--- src/rtl/dbg_responder_pkg.sv ---
// Shared debug package: FSM encodings and default widths used by the responder and the debugger side.
package dbg_responder_pkg;

  localparam int DBG_ADDR_W = 8;
  localparam int DBG_DATA_W = 32;
  localparam int DBG_RF_AW  = 5;

  typedef enum logic {
    HALT = 1'b0,
    RUN  = 1'b1
  } run_state_t;

  typedef enum logic [1:0] {
    R_IDLE = 2'd0,
    R_REQ  = 2'd1,
    R_CAP  = 2'd2
  } rd_state_t;

endpackage

--- src/rtl/dbg_responder_if.sv ---
// Debug inspect bus: shared-memory read port (1-cycle read latency) and combinational register-file read port.
interface dbg_responder_if
  import dbg_responder_pkg::*;
#(
  parameter int ADDR_W = DBG_ADDR_W,
  parameter int DATA_W = DBG_DATA_W,
  parameter int RF_AW  = DBG_RF_AW
);

  logic              mem_req;
  logic [ADDR_W-1:0] mem_raddr;
  logic [DATA_W-1:0] mem_rdata;
  logic [RF_AW-1:0]  rf_raddr;
  logic [DATA_W-1:0] rf_rdata;

  modport master (
    output mem_req,
    output mem_raddr,
    output rf_raddr,
    input  mem_rdata,
    input  rf_rdata
  );

  modport slave (
    input  mem_req,
    input  mem_raddr,
    input  rf_raddr,
    output mem_rdata,
    output rf_rdata
  );

endinterface

--- src/rtl/dbg_stepgen.sv ---
// Run/step generator: cpu_en is high for exactly as many cycles as run was sampled high, one cycle late.
// icount counts enabled cycles and wraps at 16 bits; no backpressure.
module dbg_stepgen
  import dbg_responder_pkg::*;
(
  input  logic        clk,
  input  logic        rst_n,
  input  logic        run,
  output logic        cpu_en,
  output logic [15:0] icount
);

  run_state_t state;

  always_ff @(posedge clk) begin
    if (!rst_n) begin
      state  <= HALT;
      cpu_en <= 1'b0;
      icount <= '0;
    end else begin
      icount <= icount + {15'd0, cpu_en};
      case (state)
        HALT: if (run) begin
          state  <= RUN;
          cpu_en <= 1'b1;
        end
        RUN: if (!run) begin
          state  <= HALT;
          cpu_en <= 1'b0;
        end
      endcase
    end
  end

endmodule

--- src/rtl/dbg_responder.sv ---
// Debug responder: gates the CPU via dbg_stepgen and reads memory/regfile for the debugger while halted.
// Memory result lands 2 cycles after mem_req; a run request aborts an in-flight read (run always wins).
module dbg_responder
  import dbg_responder_pkg::*;
#(
  parameter int ADDR_W = DBG_ADDR_W,
  parameter int DATA_W = DBG_DATA_W,
  parameter int RF_AW  = DBG_RF_AW
)(
  input  logic               clk,
  input  logic               rst_n,
  input  logic               run,
  input  logic [ADDR_W-1:0]  addr,
  output logic               cpu_en,
  input  logic [DATA_W-1:0]  cpu_pc,
  output logic [ADDR_W-1:0]  pc,
  dbg_responder_if.master    bus,
  output logic [DATA_W-1:0]  mem_data,
  output logic [DATA_W-1:0]  reg_data,
  output logic               stale,
  output logic [15:0]        icount
);

  rd_state_t         rd_state;
  logic [ADDR_W-1:0] lat_addr;
  logic              mem_req_q;
  logic              addr_diff;
  logic              unused_pc_bits;

  dbg_stepgen u_stepgen (
    .clk    (clk),
    .rst_n  (rst_n),
    .run    (run),
    .cpu_en (cpu_en),
    .icount (icount)
  );

  assign addr_diff      = (addr != lat_addr);
  assign bus.mem_req    = mem_req_q;
  assign bus.mem_raddr  = lat_addr;
  assign bus.rf_raddr   = addr[RF_AW-1:0];
  assign unused_pc_bits = ^{cpu_pc[DATA_W-1:ADDR_W+2], cpu_pc[1:0]};

  // Reads start only when the CPU is halted now and stays halted next cycle,
  // so mem_req can never overlap cpu_en.
  always_ff @(posedge clk) begin
    if (!rst_n) begin
      rd_state  <= R_IDLE;
      lat_addr  <= '0;
      mem_req_q <= 1'b0;
      mem_data  <= '0;
      stale     <= 1'b1;
    end else begin
      case (rd_state)
        R_IDLE: begin
          if (!run && !cpu_en && (stale || addr_diff)) begin
            rd_state  <= R_REQ;
            lat_addr  <= addr;
            mem_req_q <= 1'b1;
            stale     <= 1'b1;
          end else begin
            stale <= stale | run | cpu_en | addr_diff;
          end
        end
        R_REQ: begin
          mem_req_q <= 1'b0;
          stale     <= 1'b1;
          rd_state  <= run ? R_IDLE : R_CAP;
        end
        R_CAP: begin
          rd_state <= R_IDLE;
          if (run) begin
            stale <= 1'b1;
          end else begin
            mem_data <= bus.mem_rdata;
            stale    <= addr_diff;
          end
        end
        default: begin
          rd_state  <= R_IDLE;
          mem_req_q <= 1'b0;
          stale     <= 1'b1;
        end
      endcase
    end
  end

  always_ff @(posedge clk) begin
    if (!rst_n) begin
      reg_data <= '0;
      pc       <= '0;
    end else begin
      reg_data <= bus.rf_rdata;
      pc       <= cpu_pc[ADDR_W+1:2];
    end
  end

endmodule

--- src/flat_wrapper.sv ---
// flat-port wrapper written by rule: the top's interface ports become plain ports
module dbg_responder_flat import dbg_responder_pkg::*;
#(
  parameter int ADDR_W = DBG_ADDR_W,
  parameter int DATA_W = DBG_DATA_W,
  parameter int RF_AW  = DBG_RF_AW
)
  (clk, rst_n, run, addr, cpu_en, cpu_pc, pc, mem_data, reg_data, stale, icount, bus_mem_req, bus_mem_raddr, bus_rf_raddr, bus_mem_rdata, bus_rf_rdata);
  dbg_responder_if #(.ADDR_W(ADDR_W), .DATA_W(DATA_W), .RF_AW(RF_AW)) bus_i ();
  input  logic clk;
  input  logic rst_n;
  input  logic run;
  input  logic [ADDR_W-1:0] addr;
  output logic cpu_en;
  input  logic [DATA_W-1:0] cpu_pc;
  output logic [ADDR_W-1:0] pc;
  output logic [DATA_W-1:0] mem_data;
  output logic [DATA_W-1:0] reg_data;
  output logic stale;
  output logic [15:0] icount;
  output wire logic [$bits(bus_i.mem_req)-1:0] bus_mem_req;
  output wire logic [$bits(bus_i.mem_raddr)-1:0] bus_mem_raddr;
  output wire logic [$bits(bus_i.rf_raddr)-1:0] bus_rf_raddr;
  input wire logic [$bits(bus_i.mem_rdata)-1:0] bus_mem_rdata;
  input wire logic [$bits(bus_i.rf_rdata)-1:0] bus_rf_rdata;
  assign bus_mem_req = bus_i.mem_req;
  assign bus_mem_raddr = bus_i.mem_raddr;
  assign bus_rf_raddr = bus_i.rf_raddr;
  assign bus_i.mem_rdata = bus_mem_rdata;
  assign bus_i.rf_rdata = bus_rf_rdata;
  dbg_responder #(.ADDR_W(ADDR_W), .DATA_W(DATA_W), .RF_AW(RF_AW)) u_core (.clk(clk), .rst_n(rst_n), .run(run), .addr(addr), .cpu_en(cpu_en), .cpu_pc(cpu_pc), .pc(pc), .bus(bus_i), .mem_data(mem_data), .reg_data(reg_data), .stale(stale), .icount(icount));
endmodule
--- config.mk ---
export PLATFORM = sky130hd
export DESIGN_NAME = dbg_responder_flat
export DESIGN_NICKNAME = d
export VERILOG_FILES = /design/src/rtl/dbg_responder_pkg.sv /design/src/rtl/dbg_responder_if.sv /design/src/rtl/dbg_stepgen.sv /design/src/rtl/dbg_responder.sv /design/src/flat_wrapper.sv
export SDC_FILE = /design/constraint.sdc
export NUM_CORES = 1
export LEC_CHECK = 0
export CAP_MARGIN = 20
export CORE_MARGIN = 2
export CORE_UTILIZATION = 42
export CTS_CLUSTER_DIAMETER = 80
export DETAILED_ROUTE_END_ITERATION = 10
export GPL_TIMING_DRIVEN = 0
export PLACE_DENSITY = 0.86
export SYNTH_ARGS = -nofsm -noshare
export SYNTH_HDL_FRONTEND = slang
export SYNTH_SLANG_ARGS = --single-unit
export TNS_END_PERCENT = 50
--- constraint.sdc ---
create_clock -name clk -period 3.6 [get_ports clk]
set_input_delay 0.72 -clock clk [delete_from_list [all_inputs] [get_ports clk]]
set_output_delay 0.72 -clock clk [all_outputs]
set_load 0.03 [all_outputs]
Yosys cells after proc, flatten, opt, wreduce, memory -nomap -nowiden:

Cells that the tools add are included.

* add/sub/neg operators: 1
* muxes and demuxes: 12
* eq/ne operators: 6
* reductions and logical operators: 10
* bitwise operators: 6

Operator list (count)
* $add A16 B1 Y16: 1
* $ne A8 B8 Y1: 1
* $reduce_and A2 Y1: 4
* $mux W1: 6
* $pmux W1 S2: 3
* $mux W2: 2
* $ne A2 B2 Y1 const B: 2
* $pmux W2 S2: 1
* $not A1 Y1: 3
* $or A1 B1 Y1: 3
* $eq A2 B1 Y1 const B: 1
* $eq A2 B2 Y1 const B: 1
* $logic_and A1 B1 Y1: 2
* $logic_not A1 Y1: 2
* $logic_not A2 Y1: 1
* $ne A2 B1 Y1 const B: 1
* $logic_or A1 B1 Y1: 1

* bits in registers: 102
* input port bits: 107
* output and inout port bits: 104
* word-level logic and storage cells: 45

Longest topological paths before layout:

Gate-level depths: netlist (run 1).

* depth after elaboration: 5
* depth in mapped cells: 6
* depth with buffers taken out: 5

Cells and area by module:

Synthesis (run 1) repeated with hierarchy kept, for this count alone.

* cell total of the unflattened synthesis: 417
* area, all modules: 3875.0 um^2

Modules (own cells, without submodules)
* dbg_responder: instances 1, area each 3069.2 um^2, cells each 328, sequential area each 1681.6 um^2
* dbg_stepgen: instances 1, area each 805.8 um^2, cells each 89, sequential area each 360.3 um^2

Least setup slack after synthesis (run 1):

OpenSTA, ideal clock, no wires.

* path type: flip-flop to flip-flop
* from: register u_core.u_stepgen.cpu_en
* to: register u_core.u_stepgen.icount[12]
* slack: 1736 ps
* required time: 3530 ps
* library setup time: 70 ps
* cell stages (with the launch flop): 6
* period minus slack after synthesis: 1864 ps
* arrival time: 1794 ps
* path buffers: 0
* cells stage by stage: dfxtp_1 ha_1 ha_1 nand3_4 or4_1 a21boi_1

* longest elaborated chain between the ends: 1

RTL lines
* from (decl): RTL line dbg_stepgen.sv:9 `output logic cpu_en,`
* from (signal assigned): RTL line dbg_stepgen.sv:18 `cpu_en <= 1'b0;`
* from (signal assigned): RTL line dbg_stepgen.sv:25 `cpu_en <= 1'b1;`
* from (signal assigned): RTL line dbg_stepgen.sv:29 `cpu_en <= 1'b0;`
* $add A16 B1 Y16: RTL line dbg_stepgen.sv:21 `icount <= icount + {15'd0, cpu_en};`
* to (signal assigned): RTL line dbg_stepgen.sv:21
* to (decl): RTL line dbg_stepgen.sv:10 `output logic [15:0] icount`

Every way passes these cells.
A chain may end at the register's enable or synchronous reset.

Worst setup path after layout (run 1):

* from: input port addr[4]
* to: output port bus_rf_raddr[4]

RTL lines
* from (decl): RTL line flat_wrapper.sv:13 `input logic [ADDR_W-1:0] addr;`
* to (decl): RTL line flat_wrapper.sv:23 `output wire logic [$bits(bus_i.rf_raddr)-1:0] bus_rf_raddr;`

No word-level cell between the ends.

==> qor.log, run 1 <==
INFO  worst_setup_path timing.critical_path.from_type=primary input
INFO  sta            timing.max_slew.rel_slack=0.397
INFO  sta            worst_clock_skew=0.0102ns
INFO  yosys          synthesis.instances=412
INFO  worst_hold_path hold_class=reg2reg
INFO  die            core_area=8810um^2
INFO  yosys          synthArstFlopShare=0
INFO  route          detailed_route_drc_error_count=0
INFO  clock_network  cts_tree=yes
INFO  global_routing grt_pass1_vias=3,547
INFO  clock_network  post_cts_hold_buffer_count=0
INFO  worst_setup_path crit_path_max_incr_delay=0.66ns
INFO  power          p_seq_frac=0.501
INFO  yosys          ys_seq_elements=102
INFO  sta            min_period_over_period=0.776
INFO  worst_setup_path cp_cell_sequence=clkdlybuf4s50_1 > buf_4 > clkdlybuf4s50_1
INFO  route          antenna_violating_nets_post_route=0
INFO  clock_network  cts_made_buffers=9
INFO  die            die_outline_width=99.8um
INFO  power          power.clock.fraction=0.338
INFO  worst_setup_path crit_buf_inv=3
INFO  worst_setup_path cpMaxStageDelayCell=sky130_fd_sc_hd__clkdlybuf4s50_1
INFO  global_routing initial_antenna_violation_count=0
INFO  route          drc_violation_total_after_the_first_tritonroute_iteration=122
INFO  clock_network  number_of_gates_resized_after_cts=0
INFO  yosys          yosysUniqueCellTypes=37
INFO  route          1st_pass_router_iterations=4
INFO  layout         diodes=0
INFO  worst_hold_path timing.hold.worst_path_depth=2
INFO  worst_setup_path worst_ep_arrival_time=2.07ns
INFO  sta            finalWorstPathRequiredPeriod=2.79ns
INFO  layout         final_net_count=717
INFO  worst_setup_path start_to_end_type_of_the_worst_setup_path=in2out
INFO  die            fp.dieArea=9950um^2
INFO  route          drt-vias-per-instance=4.94
INFO  clock_network  clock_tree.buffer_depth=2
INFO  power          share_comb_of_total_power=0.161
INFO  worst_hold_path min_to=u_core.mem_data[0]
INFO  route          finalWirelength=10.7mm
INFO  route          wire_per_inst=14.8um
INFO  layout         nFillCells=695
INFO  power          switching_share_of_total_power=0.259
INFO  yosys          synth_enable_flop_cells=0
INFO  sta            max_slew.worst_pin.slew=0.897ns
INFO  power          power.density=394nW/um^2
INFO  worst_setup_path reg2regPathDepth=4
INFO  global_routing grt_start_max_net_pins=19
INFO  die            row_count=34
INFO  sta            fin_tns_setup=0ns
INFO  clock_network  clock_h_tree_levels=3
INFO  clock_network  clkSlewWorstSetupHoldPaths=0.09ns
INFO  global_routing gr-total-overflow=0
INFO  placed_design  dp_cells=705
INFO  sta            finalMaxSlewViolations=0
INFO  sta            setup_viol=0
INFO  worst_setup_path critical_path_required=2.88ns
INFO  worst_setup_path worst_setup_path_end_kind=primary output
INFO  sta            rsz0062_at_grt=no
INFO  worst_setup_path regToRegSetupSlack=1.55ns
INFO  layout         final-instance-count-excl-fill=721
INFO  layout         synthToLayoutAreaGrowth=57.5%
INFO  layout         mostFrequentLayoutCell=sky130_fd_sc_hd__clkdlybuf4s50_1
INFO  global_routing grt_first_pass_wirelength=17.0mm
INFO  power          power.static_leakage=2.17nW
INFO  placed_design  gp_congestion=0.852
INFO  clock_network  cts_root_buf=sky130_fd_sc_hd__clkbuf_8
INFO  sta            max_freq=358MHz
INFO  yosys          mappedNetlistNets=521
INFO  clock_network  clock_sinks=102
INFO  route          num_vias=3,559
INFO  yosys          netlist_area=3850um^2
INFO  power          p_int=1.77mW
INFO  layout         layout.cells.most_common_list=sky130_fd_sc_hd__clkdlybuf4s50_1, sky130_fd_sc_hd__dfxtp_1, sky130_fd_sc_hd__nand2_1
INFO  layout         finish.instance_area=6060um^2
INFO  yosys          synthFlopType=sky130_fd_sc_hd__dfxtp_1
INFO  worst_setup_path reg2reg_end=u_core.bus.mem_raddr[4]
INFO  run            max_cap_violations=0
INFO  run_status     status=finished, final reports clean
INFO  placed_design  port_buffers=185
INFO  placed_design  hpwl=8.12mm
INFO  worst_setup_path cpLargestDelayFamily=buffers and inverters
INFO  power          report.power.total=2.39mW
INFO  clock_network  cts_setup_buffers=0
INFO  worst_setup_path worstPathMaxFanout=4
INFO  yosys          synthesis.yosys.warnings=0
INFO  die            top_level_port_count=211
INFO  worst_setup_path rr_startpoint=u_core.bus.mem_raddr[1]
INFO  worst_hold_path worst_hold_start=u_core.mem_data[0]
INFO  worst_setup_path crit_path_frequent_cell=sky130_fd_sc_hd__clkdlybuf4s50_1
INFO  clock_network  worstSkewPairLatency=0.36ns
INFO  power          power.ir.vdd_worst=0.255mV
INFO  die            fp.dieH=99.8um
INFO  yosys          synth.yosys.seq_area_share=0.530
INFO  layout         drive_above_1_share=0.0506
INFO  sta            finalHoldViolCount=0
INFO  yosys          synth.avg_cell_area=9.35um^2
INFO  global_routing grt_use_total=0.215
INFO  die            start_util=0.437
INFO  power          switchingPower=0.618mW
INFO  placed_design  dpl-instance-area=5840um^2
-- cells in the mapped netlist, types with 2 or more instances --
library cell | number | area [um^2]
sky130_fd_sc_hd__inv_1 | 3 | 11.3
sky130_fd_sc_hd__o211ai_1 | 9 | 67.6
sky130_fd_sc_hd__nand2b_1 | 3 | 18.8
sky130_fd_sc_hd__buf_4 | 5 | 37.5
sky130_fd_sc_hd__a21boi_0 | 32 | 240
sky130_fd_sc_hd__nand3b_1 | 8 | 60.1
sky130_fd_sc_hd__nand4_1 | 5 | 31.3
sky130_fd_sc_hd__mux2i_1 | 2 | 20.0
sky130_fd_sc_hd__clkbuf_1 | 19 | 71.3
sky130_fd_sc_hd__dfxtp_1 | 102 | 2040
sky130_fd_sc_hd__a31oi_1 | 8 | 50.1
sky130_fd_sc_hd__o21ai_0 | 2 | 10.0
sky130_fd_sc_hd__xnor2_1 | 15 | 131
sky130_fd_sc_hd__ha_1 | 2 | 25.0
sky130_fd_sc_hd__and2_1 | 55 | 344
sky130_fd_sc_hd__or3_1 | 8 | 50.1
sky130_fd_sc_hd__nor2_1 | 12 | 45.0
sky130_fd_sc_hd__or4_1 | 2 | 15.0
sky130_fd_sc_hd__buf_2 | 4 | 20.0
sky130_fd_sc_hd__nand2_1 | 71 | 267
sky130_fd_sc_hd__xor2_1 | 3 | 26.3
sky130_fd_sc_hd__o31ai_1 | 2 | 15.0
sky130_fd_sc_hd__nor3_1 | 4 | 20.0
sky130_fd_sc_hd__nand3_1 | 23 | 115
-- sequential cells by signal (all words and copies together), names as in the netlist --
register,count
u_core.bus.mem_raddr,8
u_core.pc,8
u_core.stale,1
u_core.u_stepgen.state,1
u_core.bus.mem_req,1
u_core.reg_data,32
u_core.u_stepgen.cpu_en,1
u_core.mem_data,32
u_core.u_stepgen.icount,16
u_core.rd_state,2
-- per-layer routing --
metal | part of all wire | global-route usage
met1 | 0.40 | 0.252
met2 | 0.51 | 0.383
met3 | 0.077 | 0.0555
met4 | 0.014 | 0.0664
met5 | 0 | 0
-- worst register-to-register path: cells and delay by family (launching register included) --
kind / cells / cell delay (ns)
AOI/OAI and AO/OA: 1 / 0.21
xor gates and xnor gates: 1 / 0.15
and+or+nand+nor: 2 / 1.12
DFF: 1 / 0.43
-- final cells by class --
class / count / area (um^2) / share of cell area
plain buffers: 30 / 144 / 0.0237
clock buffers: 9 / 124 / 0.0204
clock inverters: 7 / 103 / 0.0169
inverters: 3 / 11.3 / 0.00186
multi-input cells: 277 / 1650 / 0.273
flip-flops and latches: 102 / 2040 / 0.337
well taps: 108 / 135 / 0.0223
repair buffers: 185 / 1850 / 0.305
-- logic make-up after synthesis --
kind of cell | synth area share
simple gates | 0.269
buf+inv | 0.0403
mux | 0.00520
fa+ha+maj | 0.00910
xor+xnor | 0.0409
flops | 0.530
compound gates | 0.105
-- how the worst max path moves through the flow --
stage	startpoint	end	slack [ns]	cells past startpoint
4_1_cts	addr[4]	bus_rf_raddr[4]	0.80	3
5_1_grt	addr[4]	bus_rf_raddr[4]	0.76	3
3_5_place_dp	addr[1]	u_core.bus.mem_raddr[4]	0.78	5
2_1_floorplan	u_core.u_stepgen.cpu_en	u_core.u_stepgen.icount[12]	1.74	5
6_report	addr[4]	bus_rf_raddr[4]	0.81	3
3_3_place_gp	addr[3]	bus_rf_raddr[3]	0.82	3
-- metrics by stage --
step           setup WS, ns  hold slack [ns]   util
6_report              0.807            0.468  0.689
5_1_grt               0.758            0.488  0.689
4_1_cts               0.805            0.472  0.689
3_5_place_dp          0.782            0.457  0.663
3_3_place_gp          0.821            0.450  0.663
2_1_floorplan          1.74            0.458      -
-- power groups by stage --
stage          registers (mW)  logic (mW)  clock network (mW)
3_5_place_dp             1.22       0.384                   0
5_1_grt                  1.20       0.409               0.871
4_1_cts                  1.20       0.387               0.822
6_report                 1.20       0.384               0.806
3_3_place_gp             1.22       0.376                   0
2_1_floorplan            1.30      0.0973                   0
No activity file was read; power rests on OpenSTA's default activity.
==> run 2: changes to the inputs <==
--- a/config.mk
+++ b/config.mk
@@ -7,11 +7,11 @@
 export LEC_CHECK = 0
 export CAP_MARGIN = 20
 export CORE_MARGIN = 2
-export CORE_UTILIZATION = 42
+export CORE_UTILIZATION = 39
 export CTS_CLUSTER_DIAMETER = 80
 export DETAILED_ROUTE_END_ITERATION = 10
 export GPL_TIMING_DRIVEN = 0
-export PLACE_DENSITY = 0.86
+export PLACE_DENSITY = 0.81
 export SYNTH_ARGS = -nofsm -noshare
 export SYNTH_HDL_FRONTEND = slang
 export SYNTH_SLANG_ARGS = --single-unit
==> constraint.sdc (replaced) <==
create_clock -name clk -period 2.6 [get_ports clk]
set_input_delay 0.52 -clock clk [delete_from_list [all_inputs] [get_ports clk]]
set_output_delay 0.52 -clock clk [all_outputs]
set_load 0.03 [all_outputs]
==> qor.log, run 2 (synthesized netlist as in run 1, its figures left out) <==
INFO  clock_network  cts_tree=yes [unchanged]
INFO  run            max_cap_violations=0 [unchanged]
INFO  sta            max_slew.worst_pin.slew=0.986ns [was 0.897 ns]
INFO  placed_design  dp_cells=730 [was 705]
INFO  global_routing initial_antenna_violation_count=0 [unchanged]
INFO  sta            finalWorstPathRequiredPeriod=2.40ns
INFO  sta            max_freq=417MHz
INFO  sta            finalHoldViolCount=0 [unchanged]
INFO  worst_setup_path worstPathMaxFanout=4 [unchanged]
INFO  power          power.ir.vdd_worst=0.340mV [was 0.255 mV]
INFO  global_routing grt_pass1_vias=3,540 [was 3,547]
INFO  worst_hold_path timing.hold.worst_path_depth=2 [unchanged]
INFO  sta            fin_tns_setup=0ns [unchanged]
INFO  route          antenna_violating_nets_post_route=0 [unchanged]
INFO  route          1st_pass_router_iterations=4 [unchanged]
INFO  global_routing gr-total-overflow=0 [unchanged]
INFO  worst_setup_path reg2regPathDepth=4 [unchanged]
INFO  layout         diodes=0 [unchanged]
INFO  worst_setup_path timing.critical_path.from_type=primary input [unchanged]
INFO  clock_network  cts_setup_buffers=0 [unchanged]
INFO  placed_design  placement.setup.worst_slack=0.0239ns [was 0.782 ns]
INFO  sta            finalMaxSlewViolations=0 [unchanged]
INFO  global_routing grt_start_max_net_pins=18 [was 19]
INFO  route          num_vias=3,603 [was 3,559]
INFO  clock_network  clock_h_tree_levels=3 [unchanged]
INFO  sta            min_period_over_period=0.921
INFO  die            core_area=9680um^2 [was 8810 um^2]
INFO  route          finalWirelength=10.3mm [was 10.7 mm]
INFO  layout         final_net_count=717 [unchanged]
INFO  power          power.static_leakage=2.15nW [was 2.17 nW]
INFO  global_routing grt_first_pass_wirelength=16.3mm [was 17.0 mm]
INFO  die            row_count=36 [was 34]
INFO  worst_setup_path cp_cell_sequence=clkdlybuf4s50_1 > buf_4 > clkdlybuf4s50_1 [unchanged]
INFO  worst_hold_path hold_class=reg2reg [unchanged]
INFO  die            start_util=0.398 [was 0.437]
INFO  route          drt-vias-per-instance=4.83 [was 4.94]
INFO  sta            worst_clock_skew=0.00984ns [was 0.0102 ns]
INFO  worst_setup_path critical_path_required=2.08ns [was 2.88 ns]
INFO  clock_network  worstSkewPairLatency=0.37ns [was 0.36 ns]
INFO  sta            timing.max_slew.rel_slack=0.337 [was 0.397]
INFO  placed_design  hpwl=7.84mm [was 8.12 mm]
INFO  die            fp.dieH=103um [was 99.8 um]
INFO  die            fp.dieArea=10,700um^2 [was 9950 um^2]
INFO  route          detailed_route_drc_error_count=0 [unchanged]
INFO  worst_setup_path crit_path_max_incr_delay=0.65ns [was 0.66 ns]
INFO  route          wire_per_inst=13.8um [was 14.8 um]
INFO  clock_network  clkSlewWorstSetupHoldPaths=0.09ns [about the same]
INFO  clock_network  post_cts_hold_buffer_count=0 [unchanged]
INFO  layout         mostFrequentLayoutCell=sky130_fd_sc_hd__clkdlybuf4s50_1 [unchanged]
INFO  sta            setup_viol=0 [unchanged]
INFO  worst_setup_path rr_startpoint=u_core.bus.mem_raddr[2] [was u_core.bus.mem_raddr[1]]
INFO  placed_design  gp_congestion=0.808 [was 0.852]
INFO  sta            setup_ws_post_layout=0.205ns [was 0.807 ns]
INFO  clock_network  cts_made_buffers=9 [unchanged]
INFO  sta            final.hold.worst_slack=0.468ns [about the same]
INFO  layout         biggestRegsByFlops=u_core.mem_data x32, u_core.reg_data x32, u_core.u_stepgen.icount x16 [unchanged]
INFO  layout         drive_above_1_share=0.0489 [was 0.0506]
INFO  global_routing grt_use_total=0.194 [was 0.215]
INFO  route          drc_violation_total_after_the_first_tritonroute_iteration=95 [was 122]
INFO  clock_network  clock_sinks=102 [unchanged]
INFO  worst_setup_path worst_setup_path_end_kind=primary output [unchanged]
INFO  worst_setup_path regToRegSetupSlack=0.66ns [was 1.55 ns]
INFO  clock_network  cts_root_buf=sky130_fd_sc_hd__clkbuf_8 [unchanged]
INFO  worst_setup_path crit_path_frequent_cell=sky130_fd_sc_hd__clkdlybuf4s50_1 [unchanged]
INFO  worst_hold_path min_to=u_core.mem_data[11] [was u_core.mem_data[0]]
INFO  run_status     status=finished, final reports clean [unchanged]
INFO  power          power.density=516nW/um^2 [was 394 nW/um^2]
INFO  layout         layout.cells.most_common_list=sky130_fd_sc_hd__clkdlybuf4s50_1, sky130_fd_sc_hd__dfxtp_1, sky130_fd_sc_hd__nand2_1 [unchanged]
INFO  clock_network  number_of_gates_resized_after_cts=0 [unchanged]
INFO  worst_setup_path reg2reg_end=u_core.bus.mem_raddr[0] [was u_core.bus.mem_raddr[4]]
INFO  power          report.power.total=3.12mW [was 2.39 mW]
INFO  die            top_level_port_count=211 [unchanged]
INFO  worst_setup_path cpMaxStageDelayCell=sky130_fd_sc_hd__clkdlybuf4s50_1 [unchanged]
INFO  sta            rsz0062_at_grt=no [unchanged]
INFO  placed_design  port_buffers=185 [unchanged]
INFO  layout         final-instance-count-excl-fill=746 [was 721]
INFO  layout         synthToLayoutAreaGrowth=57.1% [was 57.5%]
INFO  die            die_outline_width=103um [was 99.8 um]
INFO  worst_setup_path start_to_end_type_of_the_worst_setup_path=in2out [unchanged]
INFO  worst_setup_path worst_ep_arrival_time=1.88ns [was 2.07 ns]
INFO  clock_network  clock_tree.buffer_depth=2 [unchanged]
INFO  worst_hold_path worst_hold_start=u_core.mem_data[11] [was u_core.mem_data[0]]
-- run 2: cell count changes in the layout (fill, tap and decap cells not counted), sizes merged --
| cell | previous run | this run |
|---|---|---|
| bufinv | 2 | 0 |
| clkbuf | 28 | 30 |
| clkinv | 1 | 0 |
| clkinvlp | 1 | 2 |
-- run 2: area by class of cell --
type                            instances  area (um^2)
Buffer                                 30          144
Clock buffer                           11          141
Clock inverter                          5         41.3
Fill cell                             823         3630
Inverter                                3         11.3
Multi-Input combinational cell        277         1650
Sequential cell                       102         2040
Tap cell                              133          166
Timing Repair Buffer                  185         1850
-- run 2: power breakdown --
| group | switching [mW] | internal [mW] |
|---|---|---|
| logic | 0.254 | 0.275 |
| registers | 0.0364 | 1.62 |
| clock network | 0.549 | 0.385 |
-- run 2: worst max path at each step --
stage                            startpoint  slack (ns)                          end  cells past startpoint
floorplan           u_core.u_stepgen.cpu_en        0.74  u_core.u_stepgen.icount[12]                      5
global placement                    addr[1]        0.08      u_core.bus.mem_raddr[6]                      5
detailed placement                  addr[1]        0.02      u_core.bus.mem_raddr[0]                      5
CTS                                 addr[4]        0.20              bus_rf_raddr[4]                      3
global route                        addr[3]        0.16              bus_rf_raddr[3]                      3
finish                              addr[4]        0.20              bus_rf_raddr[4]                      3
-- run 2: metal layers --
layer	part of all wire	GRT usage
met5	0	0
met4	0.023	0.0901
met3	0.087	0.0565
met2	0.49	0.315
met1	0.40	0.236
-- run 2: critical path: cells and delay by family --
family	cells	cell delay (ns)
buf+inv	3	1.35
-- run 2: metrics by stage --
stage | utilization | instance area [um^2]
2_1_floorplan | - | 3850
3_3_place_gp | 0.606 | 5870
3_5_place_dp | 0.606 | 5870
4_1_cts | 0.625 | 6050
5_1_grt | 0.625 | 6050
6_report | 0.625 | 6050
==> run 3: changes to the inputs <==
--- a/config.mk
+++ b/config.mk
@@ -9,6 +9,7 @@
 export CORE_MARGIN = 2
 export CORE_UTILIZATION = 39
 export CTS_CLUSTER_DIAMETER = 80
+export CTS_CLUSTER_SIZE = 10
 export DETAILED_ROUTE_END_ITERATION = 10
 export GPL_TIMING_DRIVEN = 0
 export PLACE_DENSITY = 0.81
==> results of run 3 <==
Final layout, timing and power as in run 2 (identical DEF).
